--- src/rtl/beacon_burst_gen.sv ---
// -----------------------------------------------------------------------------
// beacon_burst_gen
//   Sampled beacon envelope generator. It emits bursts of ON_SAMPLES samples at
//   AMPLITUDE, each followed by OFF_SAMPLES samples at FLOOR. One sample is
//   emitted every CLK_DIV clocks. It runs either for a fixed number of bursts
//   (BURSTS != 0) or until stopped (BURSTS == 0). The output can key a
//   transmitter or act as a loopback stimulus for the receiver detection chain.
//
// Ports
//   clk            system clock
//   rst            synchronous active-high reset
//   start_i        start a sequence (only honoured in IDLE)
//   stop_i         abort a sequence (any state, highest priority)
//   signal_o       current sample value, updated together with valid_o
//   valid_o        one-cycle sample strobe
//   burst_active_o high while the FSM is in ON
//   burst_count_o  completed bursts since the last start, saturating
//   done_o         one-cycle pulse when BURSTS bursts have completed
// -----------------------------------------------------------------------------
module beacon_burst_gen #(
    parameter int              DW          = 16,
    parameter int              COUNT_BITS  = 16,
    parameter int              CLK_DIV     = 4,
    parameter int              ON_SAMPLES  = 70,
    parameter int              OFF_SAMPLES = 930,
    parameter int              BURSTS      = 0,
    parameter logic [DW-1:0]   AMPLITUDE   = 'h4000,
    parameter logic [DW-1:0]   FLOOR       = 'h0000
) (
    input  logic                  clk,
    input  logic                  rst,
    input  logic                  start_i,
    input  logic                  stop_i,
    output logic [DW-1:0]         signal_o,
    output logic                  valid_o,
    output logic                  burst_active_o,
    output logic [COUNT_BITS-1:0] burst_count_o,
    output logic                  done_o
);

    localparam int DIV_BITS = $clog2(CLK_DIV);

    localparam logic [DIV_BITS-1:0]   DIV_LAST    = DIV_BITS'(CLK_DIV - 1);
    localparam logic [COUNT_BITS-1:0] ON_LAST     = COUNT_BITS'(ON_SAMPLES - 1);
    localparam logic [COUNT_BITS-1:0] OFF_LAST    = COUNT_BITS'(OFF_SAMPLES - 1);
    localparam logic [COUNT_BITS-1:0] COUNT_MAX   = '1;
    localparam logic [32:0]           BURST_LIMIT = {1'b0, 32'(BURSTS)};
    localparam bit                    FIXED_COUNT = (BURSTS != 0);

    typedef enum logic [1:0] {
        ST_IDLE = 2'd0,
        ST_ON   = 2'd1,
        ST_OFF  = 2'd2
    } state_t;

    state_t                  state_reg,  state_next;
    logic [DIV_BITS-1:0]     div_reg,    div_next;
    logic [COUNT_BITS-1:0]   phase_reg,  phase_next;
    logic [COUNT_BITS-1:0]   count_reg,  count_next;
    logic [DW-1:0]           signal_reg, signal_next;
    logic                    valid_reg,  valid_next;
    logic                    done_reg,   done_next;

    logic                    sample_edge;
    logic                    limit_reached;

    assign sample_edge   = (div_reg == DIV_LAST);
    // count >= BURSTS, written as count+1 > BURSTS so the expression never
    // degenerates into a constant comparison when BURSTS is zero.
    assign limit_reached = FIXED_COUNT &&
                           (({1'b0, 32'(count_reg)} + 33'd1) > BURST_LIMIT);

    always_ff @(posedge clk) begin
        if (rst) begin
            state_reg  <= ST_IDLE;
            div_reg    <= '0;
            phase_reg  <= '0;
            count_reg  <= '0;
            signal_reg <= FLOOR;
            valid_reg  <= 1'b0;
            done_reg   <= 1'b0;
        end else begin
            state_reg  <= state_next;
            div_reg    <= div_next;
            phase_reg  <= phase_next;
            count_reg  <= count_next;
            signal_reg <= signal_next;
            valid_reg  <= valid_next;
            done_reg   <= done_next;
        end
    end

    always_comb begin
        state_next  = state_reg;
        div_next    = div_reg;
        phase_next  = phase_reg;
        count_next  = count_reg;
        signal_next = signal_reg;
        valid_next  = 1'b0;
        done_next   = 1'b0;

        case (state_reg)
            ST_IDLE: begin
                if (start_i && !stop_i) begin
                    state_next = ST_ON;
                    div_next   = '0;
                    phase_next = '0;
                    count_next = '0;
                end
            end

            ST_ON, ST_OFF: begin
                if (stop_i) begin
                    // Abort drops any sample that would have landed on this
                    // edge; the burst count is kept for inspection.
                    state_next = ST_IDLE;
                    div_next   = '0;
                    phase_next = '0;
                end else begin
                    div_next = sample_edge ? '0 : div_reg + 1'b1;
                    if (sample_edge) begin
                        valid_next  = 1'b1;
                        signal_next = (state_reg == ST_ON) ? AMPLITUDE : FLOOR;
                        phase_next  = phase_reg + 1'b1;
                        if (state_reg == ST_ON && phase_reg == ON_LAST) begin
                            state_next = ST_OFF;
                            phase_next = '0;
                            if (count_reg != COUNT_MAX) begin
                                count_next = count_reg + 1'b1;
                            end
                        end else if (state_reg == ST_OFF && phase_reg == OFF_LAST) begin
                            phase_next = '0;
                            if (limit_reached) begin
                                state_next = ST_IDLE;
                                done_next  = 1'b1;
                            end else begin
                                state_next = ST_ON;
                            end
                        end
                    end
                end
            end

            default: begin
                state_next = ST_IDLE;
                div_next   = '0;
                phase_next = '0;
            end
        endcase
    end

    assign signal_o       = signal_reg;
    assign valid_o        = valid_reg;
    assign burst_active_o = (state_reg == ST_ON);
    assign burst_count_o  = count_reg;
    assign done_o         = done_reg;

endmodule

--- config.mk ---
export PLATFORM = sky130hd
export DESIGN_NAME = beacon_burst_gen
export DESIGN_NICKNAME = d
export VERILOG_FILES = /design/src/rtl/beacon_burst_gen.sv
export SDC_FILE = /design/constraint.sdc
export NUM_CORES = 1
export LEC_CHECK = 0
export ABC_AREA = 1
export BUFFER_PORTS_ARGS = -buffer_cell sky130_fd_sc_hd__clkbuf_2
export CORE_MARGIN = 4
export CORE_UTILIZATION = 40
export CTS_CLUSTER_SIZE = 28
export DETAILED_ROUTE_END_ITERATION = 10
export SLEW_MARGIN = 20
export SYNTH_ARGS = -nofsm -noshare
export SYNTH_HDL_FRONTEND = slang
export SYNTH_SLANG_ARGS = --single-unit
--- constraint.sdc ---
create_clock -name clk -period 4.3 [get_ports clk]
set_input_delay 0.215 -clock clk [delete_from_list [all_inputs] [get_ports clk]]
set_output_delay 0.215 -clock clk [all_outputs]
set_load 0.01 [all_outputs]
* Word-level counts from Yosys, hierarchy flattened
Cells that the tools add are included.
Word-level totals: flip-flop bits (word level) 53, input bits 4, output and inout bits 35, logic and storage cells 59
Cells by class: add/subtract/negate cells 3, equal/unequal tests 13, multiplexer cells 23, bitwise logic cells 2, reduce and logical (&&, ||, !) cells 12
Operators with widths (number):
- 2-to-1 mux 16 bit | 9
- one-hot mux 16 bit (2 select lines) | 2
- adder 16 x 1 -> 16 bit, second input constant | 2
- equality test 16 x 10 -> 1 bit, second input constant | 1
- equality test 16 x 7 -> 1 bit, second input constant | 1
- 2-to-1 mux 2 bit | 8
- != test 16 bit, second input constant | 1
- 2-to-1 mux 15 bit | 1
- != test 2 bit, second input constant | 5
- one-hot mux 2 bit (2 select lines) | 2
- AND reduction 3 bit | 2
- AND reduction 6 bit | 1
- equality test 2 bit, second input constant | 2
- != test 4 bit, second input constant | 1
- logical AND 1 bit | 3
- != test 3 bit, second input constant | 1
- OR reduction 3 bit | 1
- adder 2 x 1 -> 2 bit, second input constant | 1
- equality test 2 x 1 -> 1 bit, second input constant | 1
- logical NOT 2 bit | 1
- inverter 1 bit | 2
- AND reduction 2 bit | 1
- nonzero test 2 bit | 1
- OR reduction 2 bit | 1
- 2 further kinds | 2

* Logic depth before layout (Yosys ltp)
Gate-level depths: netlist of run 1.
depth in word-level cells 7, gate-level depth with buffers 12, mapped depth without buffers 12

* Least setup slack after synthesis of run 1
OpenSTA, ideal clock, no wires.
path kind reg2reg, from register state_reg[0], to register phase_reg[7], data arrival time 1637 ps, data required time 4236 ps, setup slack 2599 ps, cell stages (with the launch flop) 11, clock period less this slack 1701 ps, cell sequence dfxtp_1 inv_1 ha_1 buf_4 inv_2 nor2_1 nand3_1 nand2_2 nand2_2 buf_6 nor2_1
On the way: word-level cells in the longest chain between the ends 7, elaborated cells between the ends (all ways) 14
RTL lines:
- start: declaration | line 56 | state_t state_reg, state_next;
- start signal: assignment | line 83 | state_reg <= state_next;
- equality test 2 bit | line 102, 131
- logical AND 1 bit | line 131 | end else if (state_reg == ST_OFF && phase_reg == OFF_LAST) begin
- 2-to-1 mux 16 bit | line 131
- 2-to-1 mux 16 bit | line 125 | if (state_reg == ST_ON && phase_reg == ON_LAST) begin
- 2-to-1 mux 16 bit | line 121 | if (sample_edge) begin
- 2-to-1 mux 16 bit | line 113 | if (stop_i) begin
- one-hot mux 16 bit (2 select lines) | line 102 | case (state_reg)
- end signal: assignment | line 85 | phase_reg <= phase_next;
- end: declaration | line 58 | logic [COUNT_BITS-1:0] phase_reg, phase_next;
Several ways; a longest one is shown, not always the timed one. The select of a mux whose other input is x is not followed. A chain may end at the register's enable or synchronous reset.

* Worst setup path after layout of run 1
from register state_reg[0], to register count_reg[9] (netlist: burst_count_o[9])
On the way: word-level cells in the longest chain between the ends 4, elaborated cells between the ends (all ways) 13
RTL lines:
- equality test 2 x 1 -> 1 bit or equality test 2 bit (tied branches) | line 102, 125
- OR reduction 2 bit or logical AND 1 bit (tied branches) | line 102, 125
- != test 2 bit (no source line) or nonzero test 2 bit (tied branches)
- AND reduction 6 bit (no source line)
- end signal: assignment | line 86 | count_reg <= count_next;
- end: declaration | line 59 | logic [COUNT_BITS-1:0] count_reg, count_next;
Several ways; a longest one is shown, not always the timed one.

==> results.txt, run 1 <==
----------------------------------------------------
[Run status]
  Run status ... finished clean

[Routing]
  Per-cell routed wire length ... 12.02 um
  Antenna Nets Post-Route ... 0
  Number of remaining DRC errors ... 0
  Number of vias per cell ... 4.977
  Vias after detailed routing ... 2399
  Routed wire length ... 5796 um
  Drt pass-1 iters ... 4
  Violation count after the first detailed-route iteration ... 117

[CTS]
  Number of levels in the clock H-tree ... 2
  Clock-pin slew reported for the worst setup and hold paths after clock tree synthesis ... 0.08 ns
  Clock sink total ... 38
  Cts bufs inserted ... 5
  Count of cells resized by post-cts repair ... 0
  Clock tree from TritonCTS ... built
  Clock Latency Late Sink ... 0.29 ns
  CTS Hold Bufs ... 0
  Post-CTS setup buffer count ... 0
  Number of buffers between clock root and the deepest sink ... 2
  Cell chosen for the clock root ... clkbuf_8

[Finish]
  Fill cell count ... 664
  Syn-to-layout area delta ... 6.657%
  Final non-filler cell area ... 2686 um^2
  Total inserted antenna cells ... 0
  Layout cells sized above 1 ... 0.1253
  Sequential standard cell area ... 760.7 um^2
  NumNets Final ... 419
  Multi-input gate area ... 1466 um^2

[Min path]
  Hold/Removal Path Class ... primary input to flip-flop
  Worst hold path depth ... 2

[Placement]
  Port buffer count ... 22
  Instance area at placement ... 2574 um^2
  DPL Wire Length ... 4372 um
  Routability congestion estimate from global placement ... 0.8490
  Worst Setup Slack post-DPL ... 1.879 ns

[Setup path]
  Required time worst endpoint ... 4.46 ns
  Arrival @ worst endpoint ... 2.61 ns
  Crit-path max FO ... 23
  Family with the most delay on the worst path ... compound AO/OA/AOI/OAI gates
  Critical path class ... flip-flop to flip-flop
  Critical Path Most Common Cell ... nand2_1
  Depth of the most critical reg-to-reg path ... 9
  Cell Chain, Critical Path ... inv_1 -> ha_1 -> inv_2 -> nand2_1 -> o211ai_1 -> a21oi_4 -> nand2_2 -> nand2_1 -> a21oi_1
  Max stage delay cell, worst path ... a21oi_4
  Nature of the critical path endpoint ... flip-flop
  Critical Path Max Stage Delay ... 0.52 ns
  Stages on worst setup path ... 9
  Crit path launch type ... flip-flop
  Buffers and inverters on the worst path ... 2

[STA]
  Highest Clock Rate ... 0.4078 GHz
  Setup TNS ... 0 ns
  Worst setup skew after layout ... 0.005303 ns
  Pin slew with the least headroom to its limit ... 0.6123 ns
  Number of setup violations in the final report ... 0
  Worst Hold Margin ... 0.3232 ns
  Worst rel slew slack ... 0.5909
  Number of hold-slack violations in the final timing report ... 0
  Time the worst path needs with I/O delays and setup ... 2.452 ns
  Count of final max-slew check failures ... 0
  Crit share post-route ... 0.5703
  Worst setup slack after layout ... 1.848 ns
  Unrepaired setup endpoints after global routing ... no

[Die]
  Total Die Area ... 7630 um^2
  I/O pin count ... 39
  Die height ... 87.35 um
  Effective utilization at floorplan ... 0.4180
  Floorplan die width ... 87.35 um
  Cell Rows ... 28
  Standard cell core area ... 6026 um^2

[Synthesis]
  Part of the Yosys area used for sequential elements ... 0.3020
  Syn avg cell area ... 6.491 um^2
  Yosys reg bits ... 38
  Count of cell types in the netlist ... 30
  Count of mapped cells out of synthesis ... 388
  Cell area after synthesis ... 2519 um^2
  Syn. warnings ... 0

[Pwr]
  IR Drop Worst-Case VDD ... 0.3162 mV
  Leakage Power ... 1.055 nW
  Power per unit of standard cell area ... 413.0 nW/um^2

[Global routing]
  First-pass GRT wire length ... 9942 um
  Global-route total usage across every layer ... 0.1619
  Antenna violations before repair ... 0
  Maximum number of pins on one net before global-route repair ... 24
  Gr ovfl total ... 0
  Number of global-route vias before repair ... 2147

[Job]
  # Max-Cap Violations ... 0

----------------------------------------------------
-- stage by stage --
stage,util,instances,power (mW)
global placement,0.4271,475,0.7993
floorplan,-,403,0.7807
global route,0.4458,482,1.199
CTS,0.4458,482,1.119
finish,0.4458,482,1.109
detailed placement,0.4271,475,0.8064
-- routing by layer --
metal	wire length [um]	up-vias	global-route usage
li1	-	1251	-
met5	0	-	0
met3	348	8	0.03595
met2	2505	57	0.2541
met1	2882	1083	0.2222
met4	60	0	0.04463
-- logic make-up (layout without fill, tap and decap cells) --
logic type,after synthesis,after routing,synth area share
compound gates,35,35,0.07998
xor+xnor,8,8,0.02782
fa+ha+maj,8,8,0.03974
buf+inv,63,67,0.1381
flops,38,38,0.3020
other cells,1,16,0.001489
simple gates,235,235,0.4108
-- Yosys cell counts --
| cell | instances | area share |
|---|---|---|
| nand2_1 | 95 | 0.14 |
| nor2_1 | 66 | 0.098 |
| dfxtp_1 | 38 | 0.30 |
| inv_1 | 35 | 0.052 |
| nand3_1 | 35 | 0.070 |
| a21oi_1 | 20 | 0.040 |
| buf_4 | 17 | 0.051 |
| nand4_1 | 13 | 0.032 |
| o21ai_0 | 9 | 0.018 |
| ha_1 | 8 | 0.040 |
| nor3_1 | 8 | 0.016 |
| nand2_2 | 5 | 0.012 |
| nor2_2 | 5 | 0.012 |
| buf_6 | 4 | 0.018 |
| nand3_2 | 4 | 0.016 |
| xnor2_1 | 4 | 0.014 |
| xor2_1 | 4 | 0.014 |
| a21oi_2 | 2 | 0.0070 |
| buf_2 | 2 | 0.0040 |
| inv_2 | 2 | 0.0030 |
| o21bai_1 | 2 | 0.0060 |
| or2_2 | 2 | 0.0050 |
| a21oi_4 | 1 | 0.0065 |
| clkbuf_8 | 1 | 0.0055 |
| clkinv_1 | 1 | 0.0015 |
| conb_1 | 1 | 0.0015 |
| dlygate4sd1_1 | 1 | 0.0035 |
| nand2_4 | 1 | 0.0045 |
| nor3b_1 | 1 | 0.0030 |
| o211ai_1 | 1 | 0.0030 |
-- cell usage in the layout, fill, tap and decap left out, drive strengths merged --
cell / instances
o21ai: 9
nand2: 101
nor3b: 1
o21bai: 2
o211ai: 1
ha: 8
clkbuf: 28
nor3: 8
xnor2: 4
clkinv: 1
conb: 16
or2: 2
xor2: 4
bufinv: 1
nand3: 39
dfxtp: 38
inv: 37
nor2: 71
a21oi: 23
nand4: 13
-- layout make-up --
class | count | share of cell area
flip-flops and latches | 38 | 0.2832
multi-input cells | 302 | 0.5459
well taps | 75 | 0.03493
clock buffers | 6 | 0.03074
inverters | 38 | 0.05310
repair buffers | 22 | 0.04099
clock inverters | 1 | 0.01118
-- where the power goes --
| group | internal (mW) | total (mW) | switching [mW] |
|---|---|---|---|
| Clock | 0.186 | 0.310 | 0.124 |
| Combinational | 0.115 | 0.378 | 0.264 |
| Sequential | 0.384 | 0.421 | 0.0367 |
| Total | 0.685 | 1.11 | 0.425 |
-- worst paths after layout --
kind / startpoint / slack (ns) / endpoint
max: state_reg[0] / 1.85 / burst_count_o[9]
min: rst / 0.32 / burst_count_o[7]
max reg2reg: state_reg[0] / 1.85 / burst_count_o[9]
min reg2reg: signal_o[14] / 0.47 / signal_o[14]
Power figures use the tool's default switching activity.
==> run 2, diff against run 1 <==
- ABC_AREA: 1 -> 0
- clock period: 4.3 -> 2.2 ns (I/O delays scaled with it)
==> run 2 against run 1 <==
  * First-iteration DRC count rose by 17%
  * Routed wire length fell by 2.4%
  * Global-route usage rose by 0.22 points
  * Highest routed layer unchanged
  * Critical path type unchanged
  * Setup slack got worse by 1.7 ns
==> results.txt, run 2 <==
----------------------------------------------------
[CTS]
  Cts bufs inserted ... 5 (unchanged)
  Clock sink total ... 38 (unchanged)
  Number of buffers between clock root and the deepest sink ... 2 (unchanged)
  Clock tree from TritonCTS ... built
  Number of levels in the clock H-tree ... 2 (unchanged)
  Clock Latency Late Sink ... 0.30 ns (about the same)
  Clock-pin slew reported for the worst setup and hold paths after clock tree synthesis ... 0.08 ns (about the same)
  Cell chosen for the clock root ... clkbuf_8

[Setup path]
  Nature of the critical path endpoint ... flip-flop
  Arrival @ worst endpoint ... 2.29 ns (-0.32 ns)
  Crit-path max FO ... 14 (-39%)
  Crit path launch type ... flip-flop
  Required time worst endpoint ... 2.42 ns (-2.04 ns)
  Critical path class ... flip-flop to flip-flop

[Finish]
  NumNets Final ... 337 (-20%)
  Total inserted antenna cells ... 0 (unchanged)
  Fill cell count ... 571 (-14%)
  Layout cells sized above 1 ... 0.2393 (+0.1140)
  Syn-to-layout area delta ... 19.40%
  Most common library cell in the layout ignoring fill and taps ... dfxtp_1
  Post-route non-filler standard cell count ... 398 (-17%)
  Commonest cells after routing, fill and taps aside ... dfxtp_1, buf_4, nor3_1

[Synthesis]
  Area share of the largest cell type after synthesis ... 0.3250 (+0.02292)
  Count of cell types in the netlist ... 56 (+87%)
  Cell types occupying the most area after synthesis ... dfxtp_1, nor3_1, buf_4, xnor2_1, ha_1
  Number of enable-type register cells in the synthesized netlist ... 0 (unchanged)
  Library cell with the highest instance count after synthesis ... dfxtp_1
  Commonest register cell after synthesis ... dfxtp_1
  Syn. warnings ... 0 (unchanged)
  Synth top cells by count ... dfxtp_1, nor3_1, nand2_1
  Yosys reg bits ... 38 (unchanged)
  Part of the Yosys area used for sequential elements ... 0.3250 (+0.02292)
  Cell area after synthesis ... 2341 um^2 (-7.1%)
  Syn avg cell area ... 8.391 um^2 (+29%)
  Proportion of register bits with asynchronous set or reset after synthesis ... 0 (unchanged)
  Largest area contributor in the netlist ... dfxtp_1
  Count of mapped cells out of synthesis ... 279 (-28%)

[Routing]
  Violation count after the first detailed-route iteration ... 137 (+17%)
  Antenna Nets Post-Route ... 0 (unchanged)
  Vias after detailed routing ... 2182 (-9.0%)
  Routed wire length ... 5659 um (-2.4%)
  Drt pass-1 iters ... 4 (unchanged)
  Number of vias per cell ... 5.482 (+10%)
  Number of remaining DRC errors ... 0 (unchanged)
  Per-cell routed wire length ... 14.22 um (+18%)

[STA]
  Time the worst path needs with I/O delays and setup ... 2.075 ns (-0.3772 ns)
  Unrepaired setup endpoints after global routing ... no
  Count of final max-slew check failures ... 0 (unchanged)
  Highest Clock Rate ... 0.4819 GHz (+18%)
  Crit share post-route ... 0.9433 (+0.3729)
  Worst rel slew slack ... 0.5866 (-0.004230)
  Number of setup violations in the final report ... 0 (unchanged)
  Setup TNS ... 0 ns (unchanged)
  Number of hold-slack violations in the final timing report ... 0 (unchanged)
  Worst setup skew after layout ... 0.007381 ns (+0.002079 ns)
  Pin slew with the least headroom to its limit ... 0.6173 ns (+0.004993 ns)

[Placement]
  Port buffer count ... 22 (unchanged)
  Routability congestion estimate from global placement ... 0.8454 (-0.42%)
  DPL Wire Length ... 4255 um (-2.7%)
  Number of placed instances with taps included ... 390 (-18%)

[Global routing]
  Global-route total usage across every layer ... 0.1641 (+0.002247)
  Maximum number of pins on one net before global-route repair ... 26 (+8.3%)
  Number of global-route vias before repair ... 2008 (-6.5%)
  Gr ovfl total ... 0 (unchanged)
  Antenna violations before repair ... 0 (unchanged)
  First-pass GRT wire length ... 9846 um (-0.97%)

[Pwr]
  IR Drop Worst-Case VDD ... 0.4409 mV (+39%)
  Leakage Power ... 1.066 nW (+1.0%)
  Tot Pwr ... 2.041 mW (+84%)
  Power per unit of standard cell area ... 730.0 nW/um^2 (+77%)

[Die]
  Cell Rows ... 27 (-3.6%)
  I/O pin count ... 39 (unchanged)
  Die height ... 84.50 um (-3.3%)
  Floorplan die width ... 84.50 um (-3.3%)
  Effective utilization at floorplan ... 0.4174 (-0.0005342)
  Standard cell core area ... 5608 um^2 (-6.9%)
  Total Die Area ... 7140 um^2 (-6.4%)

[Run status]
  Run status ... finished clean

[Min path]
  Hold/Removal Path Class ... primary input to flip-flop

[Job]
  # Max-Cap Violations ... 0 (unchanged)

----------------------------------------------------
## run 2: cell count changes in the layout (fill, tap and decap cells not counted), moves of 13 or more
cell and change:
a21oi_1 -13, buf_4 +29, inv_1 -22, nand2_1 -78, nand3_1 -19, nor2_1 -53, nor3_1 +17
## run 2: cell type report
| cell class | instances | area [um^2] | share of cell area |
|---|---|---|---|
| clock buffers | 5 | 68.82 | 0.02462 |
| clock inverters | 3 | 45.04 | 0.01611 |
| inverters | 13 | 48.80 | 0.01746 |
| multi-input cells | 215 | 1441 | 0.5157 |
| flip-flops and latches | 38 | 762.0 | 0.2726 |
| well taps | 72 | 90.09 | 0.03223 |
| repair buffers | 52 | 339.1 | 0.1213 |
## run 2: per-layer routing
| metal | vias up | GRT usage | wire [um] |
|---|---|---|---|
| met5 | - | 0 | 0 |
| met4 | 0 | 0.04173 | 27 |
| met3 | 4 | 0.03435 | 342 |
| met2 | 63 | 0.2477 | 2479 |
| met1 | 1026 | 0.2375 | 2808 |
| li1 | 1089 | - | - |
## run 2: path summary, 6_finish.rpt
path	from	endpoint	slack (ns)	cells after the start
worst max register to register	state_reg[1]	phase_reg[15]	0.12	7
worst min register to register	div_reg[0]	div_reg[0]	0.49	2
worst max-delay path	state_reg[1]	phase_reg[15]	0.12	7
worst min-delay path	rst	burst_count_o[14]	0.19	3
## run 2: cells by family (layout without fill, tap and decap cells)
family	Yosys count	count (layout)	synth area share
AO/OA/AOI/OAI	55	55	0.1860
XOR/XNOR	15	15	0.05612
adder cells (fa/ha/maj)	8	8	0.04276
buffers and inverters	41	73	0.09727
flip-flops	38	38	0.3250
multiplexers	5	5	0.02298
other	1	16	0.001602
AND/OR/NAND/NOR	116	116	0.2683
## run 2: critical path: stages, from the launching register on
cell and delay (ns):
dfxtp_1 0.34, inv_1 0.08, ha_4 0.28, or3b_2 0.49, a21boi_1 0.21, a21boi_4 0.19, buf_4 0.20, nor3_1 0.20
## run 2: through the flow
| stage | util | cell area, um^2 | hold slack [ns] | worst slack, ns |
|---|---|---|---|---|
| after floorplan | - | 2400 | 0.3473 | 0.02361 |
| after global placement | 0.4719 | 2646 | 0.4747 | 0.1049 |
| after detailed placement | 0.4719 | 2646 | 0.4838 | 0.05318 |
| after CTS | 0.4922 | 2760 | 0.1692 | 0.04408 |
| after global routing | 0.4984 | 2795 | 0.2018 | 0.0006277 |
| final | 0.4984 | 2795 | 0.1874 | 0.1248 |
## run 2: power by group
group / switching (mW) / leakage, nW / internal [mW]
clock: 0.274 / 0.0504 / 0.337
combinational: 0.397 / 0.709 / 0.301
sequential: 0.0186 / 0.307 / 0.713
## run 2: timing repair
item                       in CTS  in global routing
setup endpoints to repair       0                 26
setup buffers                   0                  0
hold buffers                    0                  0
gates resized for setup         0                  8
